### src/rtl/alu_pkg.sv
// Shared definitions for the RV32 integer ALU and its pipelined execution wrapper.
package alu_pkg;

  localparam int ALU_SEL_W     = 4;
  localparam int DEFAULT_WIDTH = 32;

  localparam logic [ALU_SEL_W-1:0] ALU_ADD  = 4'b0000;
  localparam logic [ALU_SEL_W-1:0] ALU_SUB  = 4'b1000;
  localparam logic [ALU_SEL_W-1:0] ALU_SLL  = 4'b0001;
  localparam logic [ALU_SEL_W-1:0] ALU_SLT  = 4'b0010;
  localparam logic [ALU_SEL_W-1:0] ALU_SLTU = 4'b0011;
  localparam logic [ALU_SEL_W-1:0] ALU_XOR  = 4'b0100;
  localparam logic [ALU_SEL_W-1:0] ALU_SRL  = 4'b0101;
  localparam logic [ALU_SEL_W-1:0] ALU_SRA  = 4'b1101;
  localparam logic [ALU_SEL_W-1:0] ALU_OR   = 4'b0110;
  localparam logic [ALU_SEL_W-1:0] ALU_AND  = 4'b0111;

endpackage

### src/rtl/alu.sv
// Combinational RV32 integer ALU; unassigned select codes produce zero.
module alu
  import alu_pkg::*;
#(
  parameter int WIDTH = DEFAULT_WIDTH
) (
  input  logic [WIDTH-1:0]     in_a,
  input  logic [WIDTH-1:0]     in_b,
  input  logic [ALU_SEL_W-1:0] alu_select,
  output logic [WIDTH-1:0]     result
);

  logic [4:0] shamt;
  logic       lt_signed;
  logic       lt_unsigned;

  assign shamt       = in_b[4:0];
  assign lt_signed   = $signed(in_a) < $signed(in_b);
  assign lt_unsigned = in_a < in_b;

  always_comb begin
    result = '0;
    case (alu_select)
      ALU_ADD:  result = in_a + in_b;
      ALU_SUB:  result = in_a - in_b;
      ALU_SLL:  result = in_a << shamt;
      ALU_SLT:  result = {{(WIDTH-1){1'b0}}, lt_signed};
      ALU_SLTU: result = {{(WIDTH-1){1'b0}}, lt_unsigned};
      ALU_XOR:  result = in_a ^ in_b;
      ALU_SRL:  result = in_a >> shamt;
      ALU_SRA:  result = $signed(in_a) >>> shamt;
      ALU_OR:   result = in_a | in_b;
      ALU_AND:  result = in_a & in_b;
      default:  result = '0;
    endcase
  end

endmodule

### src/rtl/alu_exec_unit.sv
// Two-stage valid/ready wrapper around the ALU: S1 holds the request, S2 holds
// the tagged result. Full backpressure, in order, one operation per cycle.
module alu_exec_unit
  import alu_pkg::*;
#(
  parameter int WIDTH = DEFAULT_WIDTH,
  parameter int TAG_W = 4
) (
  input  logic                 clk,
  input  logic                 rst,
  input  logic                 req_valid,
  output logic                 req_ready,
  input  logic [WIDTH-1:0]     in_a,
  input  logic [WIDTH-1:0]     in_b,
  input  logic [ALU_SEL_W-1:0] alu_select,
  input  logic [TAG_W-1:0]     req_tag,
  output logic                 resp_valid,
  input  logic                 resp_ready,
  output logic [WIDTH-1:0]     result,
  output logic [TAG_W-1:0]     resp_tag,
  output logic                 resp_zero,
  output logic [31:0]          ops_done
);

  // Handshake: a beat transfers on any rising edge where valid && ready.
  // A producer holds valid and payload steady until ready; ready may depend
  // combinationally on resp_ready (req_ready looks through both stages).
  logic                 s1_valid;
  logic                 s2_valid;
  logic                 s1_load;
  logic                 s2_load;
  logic                 req_fire;
  logic                 resp_fire;
  logic [WIDTH-1:0]     s1_a;
  logic [WIDTH-1:0]     s1_b;
  logic [ALU_SEL_W-1:0] s1_sel;
  logic [TAG_W-1:0]     s1_tag;
  logic [WIDTH-1:0]     alu_result;
  logic [WIDTH-1:0]     s2_result;
  logic [TAG_W-1:0]     s2_tag;
  logic                 s2_zero;
  logic [31:0]          ops_done_q;

  assign s2_load   = !s2_valid || resp_ready;
  assign s1_load   = !s1_valid || s2_load;
  assign req_ready = !rst && s1_load;
  assign req_fire  = req_valid && req_ready;
  assign resp_fire = s2_valid && resp_ready;

  always_ff @(posedge clk) begin
    if (rst) begin
      s1_valid <= 1'b0;
      s1_a     <= '0;
      s1_b     <= '0;
      s1_sel   <= '0;
      s1_tag   <= '0;
    end else if (s1_load) begin
      s1_valid <= req_fire;
      if (req_fire) begin
        s1_a   <= in_a;
        s1_b   <= in_b;
        s1_sel <= alu_select;
        s1_tag <= req_tag;
      end
    end
  end

  alu #(.WIDTH(WIDTH)) u_alu (
    .in_a       (s1_a),
    .in_b       (s1_b),
    .alu_select (s1_sel),
    .result     (alu_result)
  );

  // S2 payload only changes when a new operation arrives, so a drained
  // stage keeps its last values visible with resp_valid low.
  always_ff @(posedge clk) begin
    if (rst) begin
      s2_valid  <= 1'b0;
      s2_result <= '0;
      s2_tag    <= '0;
      s2_zero   <= 1'b0;
    end else if (s2_load) begin
      s2_valid <= s1_valid;
      if (s1_valid) begin
        s2_result <= alu_result;
        s2_tag    <= s1_tag;
        s2_zero   <= (alu_result == '0);
      end
    end
  end

  always_ff @(posedge clk) begin
    if (rst) begin
      ops_done_q <= '0;
    end else if (resp_fire) begin
      ops_done_q <= ops_done_q + 32'd1;
    end
  end

  assign resp_valid = s2_valid;
  assign result     = s2_result;
  assign resp_tag   = s2_tag;
  assign resp_zero  = s2_zero;
  assign ops_done   = ops_done_q;

endmodule
### config.mk
export PLATFORM = sky130hd
export DESIGN_NAME = alu_exec_unit
export DESIGN_NICKNAME = d
export VERILOG_FILES = /design/src/rtl/alu_pkg.sv /design/src/rtl/alu.sv /design/src/rtl/alu_exec_unit.sv
export SDC_FILE = /design/constraint.sdc
export NUM_CORES = 1
export LEC_CHECK = 0
export ABC_AREA = 1
export CAP_MARGIN = 20
export CORE_MARGIN = 3
export CORE_UTILIZATION = 45
export CTS_CLUSTER_DIAMETER = 40
export DETAILED_ROUTE_END_ITERATION = 7
export GPL_ROUTABILITY_DRIVEN = 0
export PLACE_DENSITY_LB_ADDON = 0.2
export SLEW_MARGIN = 20
export SYNTH_ARGS = -nofsm -noshare
export SYNTH_HDL_FRONTEND = slang
export SYNTH_SLANG_ARGS = --single-unit
export TNS_END_PERCENT = 30
### constraint.sdc
create_clock -name clk -period 4.2 [get_ports clk]
set_clock_uncertainty 0.2 [all_clocks]
set_input_delay 1.05 -clock clk [delete_from_list [all_inputs] [get_ports clk]]
set_output_delay 1.05 -clock clk [all_outputs]
set_load 0.02 [all_outputs]
-- Word level (Yosys, flattened, before mapping)
Index checks and enable logic that the tools add are counted.
- add/sub/neg operators: 3
- shift operators: 3
- muxes and demuxes: 1
- reductions and logical operators: 12
- divide/modulo/power cells: 0
- bitwise gates (word level): 3
- magnitude comparators: 2
- equality and inequality tests: 9
- $mul: 0
- operators with widths (kind ; number):
    $pmux 32 s10 ; 1
    $lt 32x32->1 ; 2
    $add 32x1->32 const B ; 1
    $add 32x32->32 ; 1
    $and 32x32->32 ; 1
    $logic_not 32->1 ; 1
    $or 32x32->32 ; 1
    $shl 32x5->32 ; 1
    $shr 32x5->32 ; 1
    $sshr 32x5->32 ; 1
    $sub 32x32->32 ; 1
    $xor 32x32->32 ; 1
    $eq 4x3->1 const B ; 4
    $eq 4x2->1 const B ; 2
    $eq 4x4->1 const B ; 2
    $eq 4x1->1 const B ; 1
    $logic_not 4->1 ; 1
    $reduce_and 2->1 ; 2
    $logic_and 1x1->1 ; 3
    $logic_not 1->1 ; 3
    $logic_or 1x1->1 ; 2
- logic and storage cells: 43
- memory bits (writable): 0
- register bits: 143
- output and inout port bits: 71
- bits in latches: 0
- bits of input ports: 76
- memory bits (read-only): 0
- memories kept: 0

-- Longest topological paths before layout
Gate-level depths: netlist of run 1.
- word-level depth: 6
- mapped depth: 25
- depth with buffers taken out: 22

-- Hierarchy
A second synthesis of run 1 with hierarchy kept.
- cells, all modules: 2875
- area, all modules: 15765.1 um^2
- by module, submodules not included (module ; area an instance (um^2) ; cells each ; seq. area each (um^2) ; instances):
    alu ; 10118.5 ; 2101 ; 0.0 ; 1
    alu_exec_unit ; 5646.7 ; 774 ; 2862.7 ; 1

-- Worst setup path before layout of run 1
OpenSTA, ideal clock, no wires.
- kind: register to register
- from: register s1_b[4]
- to: register s2_zero (netlist: resp_zero)
- path slack: 928 ps
- arrival: 3001 ps
- required time: 3929 ps
- cell stages (with the launch flop): 23
- path buffers: 4
- library setup time: 71 ps
- cell sequence: dfxtp_1 clkbuf_1 inv_1 clkbuf_1 clkbuf_1 ha_1 buf_2 nor2_1 nand2_1 nand3b_1 nand2_1 nand2_1 nand2_1 nand2_1 a21oi_1 nor2_1 nor2_2 nand2_1 nor2_1 nand2_1 nor2_1 nand3_1 a21oi_1
- cells in the longest elaborated chain, start to end: 3
- elaborated cells between the ends (all ways): 12
- classes of those cells: add/sub: 2; order compare: 2; shift: 3; mux: 1; bitwise: 3; reduce/logical: 1
- ends and longest elaborated chain (item ; line ; source):
    start: declaration ; alu_exec_unit.sv:35 ; logic [WIDTH-1:0] s1_b;
    start signal: assignment ; alu_exec_unit.sv:61 ; s1_b <= in_b;
    $sub 32x32->32, or another cell as far along ; alu.sv:25 ; ALU_SUB: result = in_a - in_b;
    $pmux 32 s10 * ; alu.sv:23 ; case (alu_select)
    $logic_not 32->1 * ; alu_exec_unit.sv:88 ; s2_zero <= (alu_result == '0);
    end signal: assignment ; alu_exec_unit.sv:88 ;
    end: declaration ; alu_exec_unit.sv:41 ; logic s2_zero;
Mark *: on every way between the ends. The rest lies on a longest branch, timed or not.
A chain may end at the register's enable or synchronous reset.

-- Worst setup path in the final report of run 1
- from: input resp_ready
- to: output req_ready
- cells in the longest elaborated chain, start to end: 3
- ends and longest elaborated chain (item ; line ; source):
    start: declaration ; alu_exec_unit.sv:18 ; input logic resp_ready,
    $logic_or 1x1->1 ; alu_exec_unit.sv:44 ; assign s2_load = !s2_valid || resp_ready;
    $logic_or 1x1->1 ; alu_exec_unit.sv:45 ; assign s1_load = !s1_valid || s2_load;
    $logic_and 1x1->1 ; alu_exec_unit.sv:46 ; assign req_ready = !rst && s1_load;
    end: declaration ; alu_exec_unit.sv:12 ; output logic req_ready,
No other way between the ends.

==> results.sh, run 1 <==
export IMPL_grt_max_degree=145
export IMPL_setup_worst_path_end_class="output pin"
export IMPL_number_of_buffers_created_by_cts=17
export IMPL_fin_setup_tns_ns=0
export IMPL_grt_antenna_before_repair=1
export IMPL_postLayoutCellArea_um2=17600
export IMPL_syn_mean_instance_area_um2=5.56
export IMPL_seq_area_frac_synth_pct=18.4
export IMPL_hpwlAfterDp_um=47900
export IMPL_fp_dieH_um=192
export IMPL_initial_utilization_pct=45.9
export IMPL_detail_route_vias_per_cell=5.83
export IMPL_final_critical_path_setup_slack_ns=0.447
export IMPL_placement_cell_area_um2=17000
export IMPL_cp_data_required_time_ns=2.95
export IMPL_die_area_um2=36800
export IMPL_wl_met2_um=26400
export IMPL_final_min_clock_period_ns=3.75
export IMPL_outcome="complete, no violations"
export IMPL_flow_area_growth_from_synthesis_pct=13.4
export IMPL_unique_cell_type_count_in_the_yosys_netlist=48
export IMPL_crit_path_max_incr_delay_ns=0.59
export IMPL_worstPathMaxFanout=3
export IMPL_antenna_left=0
export IMPL_grt_pass1_vias=16800
export IMPL_clkLatencyLatePin_ns=0.47
export IMPL_relative_slew_slack_pct=17.0
export IMPL_synthesis_yosys_warnings=0
export IMPL_clkSinkCount=143
export IMPL_wirelength_um=61600
export IMPL_async_reset_ff_share_pct=0
export IMPL_detailroute_via_count=19300
export IMPL_irDropWorstVdd_mv=0.287
export IMPL_pin_count=147
export IMPL_nets=3021
export IMPL_finalHoldViolations=0
export IMPL_synth_seq_cells=143
export IMPL_drc_errors=0
export IMPL_rows=67
export IMPL_grt_use_total_pct=32.2
export IMPL_cts_root_buffer="clkbuf_16"
export IMPL_drt_initial_drc_count=2895
export IMPL_grt_pass1_wl_um=92200
export IMPL_maxCapViolations=0
export IMPL_cp_max_delay_cell="clkdlybuf4s50_1"
export IMPL_tritoncts_clock_tree="yes"
export IMPL_drtPass1Iterations=8
export IMPL_synth_top_flop_cell="dfxtp_1"
export IMPL_hold_buffers=0
export IMPL_mappedNetlistNets=2972
export IMPL_static_leakage_uw=0.00867
export IMPL_grt_setup_unrepaired="false"
export IMPL_worst_setup_path_start_kind="input port"
export IMPL_clkSlewWorstSetupHoldPaths_ns=0.07
export IMPL_die_w_um=192
export IMPL_whs_ns=0.275
export IMPL_detail_route_wirelength_met1_um=24500
export IMPL_post_cts_setup_buffer_count=0
export IMPL_wire_per_inst_um=18.6
export IMPL_worst_setup_path_type="input port to output pin"
export IMPL_cp_data_arrival_time_ns=2.50
export IMPL_post_route_cells_drive_above_1_share_pct=3.85
export IMPL_hold_start="ops_done[28]"
export IMPL_transition_at_the_pin_with_the_smallest_max_transition_slack_ns=1.24
export IMPL_layout_common_cells="nand2_1, nand3_1, inv_1"
export IMPL_final_common_cell="nand2_1"
export IMPL_cts_repair_resized=0
export IMPL_critical_path_reg2reg_startpoint="s1_a[4]"
export IMPL_path_cells="clkdlybuf4s50_1, inv_1, nand2_1, nor2_1, inv_1, nand2_1, inv_1, clkdlybuf4s50_1"
export IMPL_buffers_from_clock_root_to_sink_at_most=2
export IMPL_synth_cells=2793
export IMPL_setup_viol_count_final=0
export IMPL_period_share_pct=89.4
export IMPL_grt_overflow_total=0
export IMPL_edff_count_synth=0
export IMPL_number_of_max_slew_violations_in_the_final_report=0
export IMPL_cpLargestDelayFamily="buffers and inverters"
export IMPL_core_area_um2=33800
export IMPL_achievable_frequency_ghz=0.266
export IMPL_highest_layer="met4"
export IMPL_sum_of_buffers_and_inverters_on_the_critical_path=5
export IMPL_htree_num_levels=4
export IMPL_netlist_area_um2=15500
export IMPL_min_path_type="flop to flop"
export IMPL_worst_setup_path_startpoint="resp_ready"
export IMPL_power_per_cell_area_nw_per_um2=299
export IMPL_met3RoutedLength_um=7570
export IMPL_number_of_i_o_port_buffers=146
export IMPL_path_common_cell="inv_1"
export IMPL_post_place_ws_ns=0.439
[worst min-delay path: stages, from the launching register on]
cell     delay, ns
dfxtp_1       0.33
inv_1         0.05
a21oi_1       0.05
[metrics by stage]
stage	util [%]	total power [uW]	std cells
after floorplan	-	2970	2793
after global placement	50.4	3630	3271
after detailed placement	50.4	3650	3271
after CTS	52.1	5190	3303
after global routing	52.1	5520	3303
final	52.1	5270	3304
[final timing paths]
path / cells past startpoint / endpoint / slack [ns]
max: 8 / req_ready / 0.45
max reg2reg: 18 / resp_zero / 0.46
min reg2reg: 2 / ops_done[28] / 0.28
min: 2 / ops_done[28] / 0.28
[metal layers]
metal  vias to the layer above  global-route usage, %
met5                         -                      0
met4                         0                   15.1
met3                       221                   6.59
met2                      1246                   49.7
met1                      8700                   43.1
li1                       9108                      -
[Yosys cell counts (4+ instances only)]
| library cell | count | area [um2] |
|---|---|---|
| nand3_1 | 457 | 2290 |
| nand4_1 | 32 | 200 |
| nor4_1 | 9 | 56.3 |
| ha_1 | 101 | 1260 |
| buf_4 | 11 | 82.6 |
| nor3_1 | 33 | 165 |
| clkbuf_1 | 46 | 173 |
| nor2_1 | 258 | 968 |
| nand2_2 | 14 | 87.6 |
| a21oi_1 | 106 | 531 |
| or2_2 | 4 | 25.0 |
| o31ai_1 | 68 | 510 |
| buf_2 | 47 | 235 |
| o211ai_1 | 20 | 150 |
| inv_1 | 360 | 1350 |
| dfxtp_1 | 143 | 2860 |
| buf_1 | 20 | 75.1 |
| o21ai_1 | 7 | 35.0 |
| inv_2 | 16 | 60.1 |
| xor2_1 | 5 | 43.8 |
| nand2_1 | 868 | 3260 |
| buf_6 | 7 | 78.8 |
| o21bai_1 | 12 | 90.1 |
| o21ai_0 | 79 | 395 |
| nor2_2 | 15 | 93.8 |
| and2_1 | 4 | 25.0 |
| o22ai_1 | 17 | 106 |
| o221ai_1 | 4 | 35.0 |
[kinds of logic after synthesis]
family	after synthesis	synth area share [%]
DFF	143	18.4
xor gates and xnor gates	6	0.339
adders and majority gates	103	8.40
and+or+nand+nor	1710	47.1
buffers and inverters	510	13.3
AOI/OAI and AO/OA	321	12.3
[flip-flops by register name, indices dropped and copies added (netlist names)]
| register | count |
|---|---|
| s1_tag | 4 |
| ops_done | 32 |
| s1_valid | 1 |
| resp_zero | 1 |
| resp_valid | 1 |
| s1_a | 32 |
| resp_tag | 4 |
| s1_b | 32 |
| result | 32 |
| s1_sel | 4 |
[where the power goes]
group          switching (uW)  internal [uW]  total (uW)
Clock                     738            811        1550
Combinational            1530            658        2190
Sequential               95.4           1440        1530
[cell type report]
cell class / count / area, um2
Antenna cell: 1 / 2.50
Clock buffer: 19 / 453
Clock inverter: 13 / 116
Fill cell: 3510 / 16200
Inverter: 378 / 1420
Multi-Input combinational cell: 2140 / 10600
Sequential cell: 143 / 2870
Tap cell: 448 / 561
Timing Repair Buffer: 162 / 1590
Power figures use the tool's default switching activity.
==> run 2, diff against run 1 <==
CTS_BUF_LIST = sky130_fd_sc_hd__clkbuf_4 sky130_fd_sc_hd__clkbuf_8   (was not set)
clock period = 4.27 ns   (was 4.2 ns; I/O delays follow)
==> results.sh, run 2 (synthesis gave the netlist of run 1 again) <==
export IMPL_grt_use_total_pct=32.7
export IMPL_detailroute_via_count=19000
export IMPL_worst_setup_path_startpoint="resp_ready"
export IMPL_achievable_frequency_ghz=0.263
export IMPL_antennaDiodeCount=0
export IMPL_rows=67
export IMPL_wirelength_um=61700
export IMPL_power_clock_fraction_pct=22.8
export IMPL_fin_setup_tns_ns=0
export IMPL_path_common_cell="inv_1"
export IMPL_final_layout_fill_cell_count=3587
export IMPL_worst_setup_path_type="input port to output pin"
export IMPL_drtPass1Iterations=8
export IMPL_grt_setup_unrepaired="false"
export IMPL_crit_cells=8
export IMPL_cts_repair_resized=0
export IMPL_number_of_max_slew_violations_in_the_final_report=0
export IMPL_path_cells="clkdlybuf4s50_1, inv_1, nand2_1, nor2_1, inv_1, nand2_1, inv_1, clkdlybuf4s50_1"
export IMPL_outcome="complete, no violations"
export IMPL_period_share_pct=89.0
export IMPL_relative_slew_slack_pct=26.7
export IMPL_static_leakage_uw=0.00861
export IMPL_flow_area_growth_from_synthesis_pct=12.6
export IMPL_power_per_cell_area_nw_per_um2=272
export IMPL_worstPathMaxFanout=3
export IMPL_final_common_cell="nand2_1"
export IMPL_worst_setup_path_start_kind="input port"
export IMPL_seq_area_um2=2870
export IMPL_hpwlAfterDp_um=48700
export IMPL_number_of_i_o_port_buffers=146
export IMPL_drc_errors=0
export IMPL_drt_initial_drc_count=2811
export IMPL_clkSinkCount=143
export IMPL_maxCapViolations=0
export IMPL_number_of_buffers_created_by_cts=17
export IMPL_grt_overflow_total=0
export IMPL_hold_buffers=0
export IMPL_crit_path_max_incr_delay_ns=0.60
export IMPL_ff2ff_path_depth=19
export IMPL_multi_input_comb_area_um2=10600
export IMPL_grt_antenna_before_repair=0
export IMPL_fp_dieH_um=192
export IMPL_irDropWorstVdd_mv=0.202
export IMPL_transition_at_the_pin_with_the_smallest_max_transition_slack_ns=1.10
export IMPL_cp_data_arrival_time_ns=2.53
export IMPL_p_comb_share_pct=45.5
export IMPL_core_area_um2=33800
export IMPL_sum_of_buffers_and_inverters_on_the_critical_path=5
export IMPL_fraction_of_power_consumed_by_sequential_logic_pct=31.7
export IMPL_clkLatencyLatePin_ns=0.52
export IMPL_grt_max_degree=89
export IMPL_die_w_um=192
export IMPL_detail_route_vias_per_cell=5.76
export IMPL_final_critical_path_setup_slack_ns=0.469
export IMPL_die_area_um2=36800
export IMPL_min_path_type="flop to flop"
export IMPL_final_min_clock_period_ns=3.80
export IMPL_cp_data_required_time_ns=3.00
export IMPL_setup_worst_path_end_class="output pin"
export IMPL_finalHoldViolations=0
export IMPL_htree_num_levels=4
export IMPL_buffers_from_clock_root_to_sink_at_most=2
export IMPL_netSwitchingPower_uw=2250
export IMPL_cpLargestDelayFamily="buffers and inverters"
export IMPL_cp_max_delay_cell="clkdlybuf4s50_1"
export IMPL_grt_pass1_wl_um=93700
export IMPL_setup_viol_count_final=0
export IMPL_clkSlewWorstSetupHoldPaths_ns=0.10
export IMPL_tritoncts_clock_tree="yes"
export IMPL_wire_per_inst_um=18.7
export IMPL_hold_start="ops_done[28]"
export IMPL_hold_depth=2
export IMPL_post_route_cells_drive_above_1_share_pct=4.02
export IMPL_p_int_uw=2500
export IMPL_initial_utilization_pct=45.9
export IMPL_cts_root_buffer="clkbuf_8"
export IMPL_pin_count=147
export IMPL_nets=3026
export IMPL_critical_path_reg2reg_startpoint="s1_a[15]"
export IMPL_layout_common_cells="nand2_1, nand3_1, inv_1"
export IMPL_post_place_ws_ns=0.465
export IMPL_post_cts_setup_buffer_count=0
export IMPL_grt_pass1_vias=17200
export IMPL_antenna_left=0
export IMPL_switching_share_pct=47.4
-- run 2: layout make-up --
class,instances,area share (%)
tap,448,3.21
multi-input combinational,2140,60.7
clock inverter,14,0.730
sequential,143,16.4
inverter,378,8.14
timing repair buffer,167,9.47
clock buffer,18,1.38
-- run 2: tightest hold or removal path: cells and delay by family, from the launching register on --
kind | cells | cell delay (ns)
buf+inv | 1 | 0.05
flops | 1 | 0.34
compound gates | 1 | 0.05
-- run 2: through the flow --
| step | cell area (um2) | utilization [%] | std cells | hold WS, ns | total power [uW] |
|---|---|---|---|---|---|
| 3_5_place_dp | 17100 | 50.6 | 3276 | 0.272 | 3610 |
| 3_3_place_gp | 17100 | 50.6 | 3276 | 0.257 | 3580 |
| 2_1_floorplan | 15500 | - | 2793 | 0.251 | 2920 |
| 6_report | 17500 | 51.7 | 3308 | 0.287 | 4750 |
| 4_1_cts | 17500 | 51.7 | 3308 | 0.288 | 4690 |
| 5_1_grt | 17500 | 51.7 | 3308 | 0.314 | 5030 |
-- run 2: power groups by stage --
stage / clock [uW] / sequential, uW / combinational [uW]
after global routing: 1160 / 1510 / 2360
after CTS: 1110 / 1500 / 2080
after global placement: 0 / 1530 / 2050
after detailed placement: 0 / 1530 / 2070
final: 1080 / 1510 / 2160
after floorplan: 0 / 1530 / 1390
-- run 2: path summary, 6_finish.rpt --
check             slack [ns]            to
setup / recovery        0.47     req_ready
hold reg to reg         0.29  ops_done[28]
setup reg to reg        0.58     resp_zero
hold / removal          0.29  ops_done[28]
-- run 2: metal layers --
layer / track usage (%) / share of wire [%] / routed length [um] / vias up
met4: 15.6 / 5.3 / 3300 / 0
met1: 42.9 / 40 / 24600 / 8618
met5: 0 / 0 / 0 / -
met3: 7.85 / 12 / 7260 / 217
met2: 50.3 / 43 / 26600 / 1087
li1: - / - / - / 9119
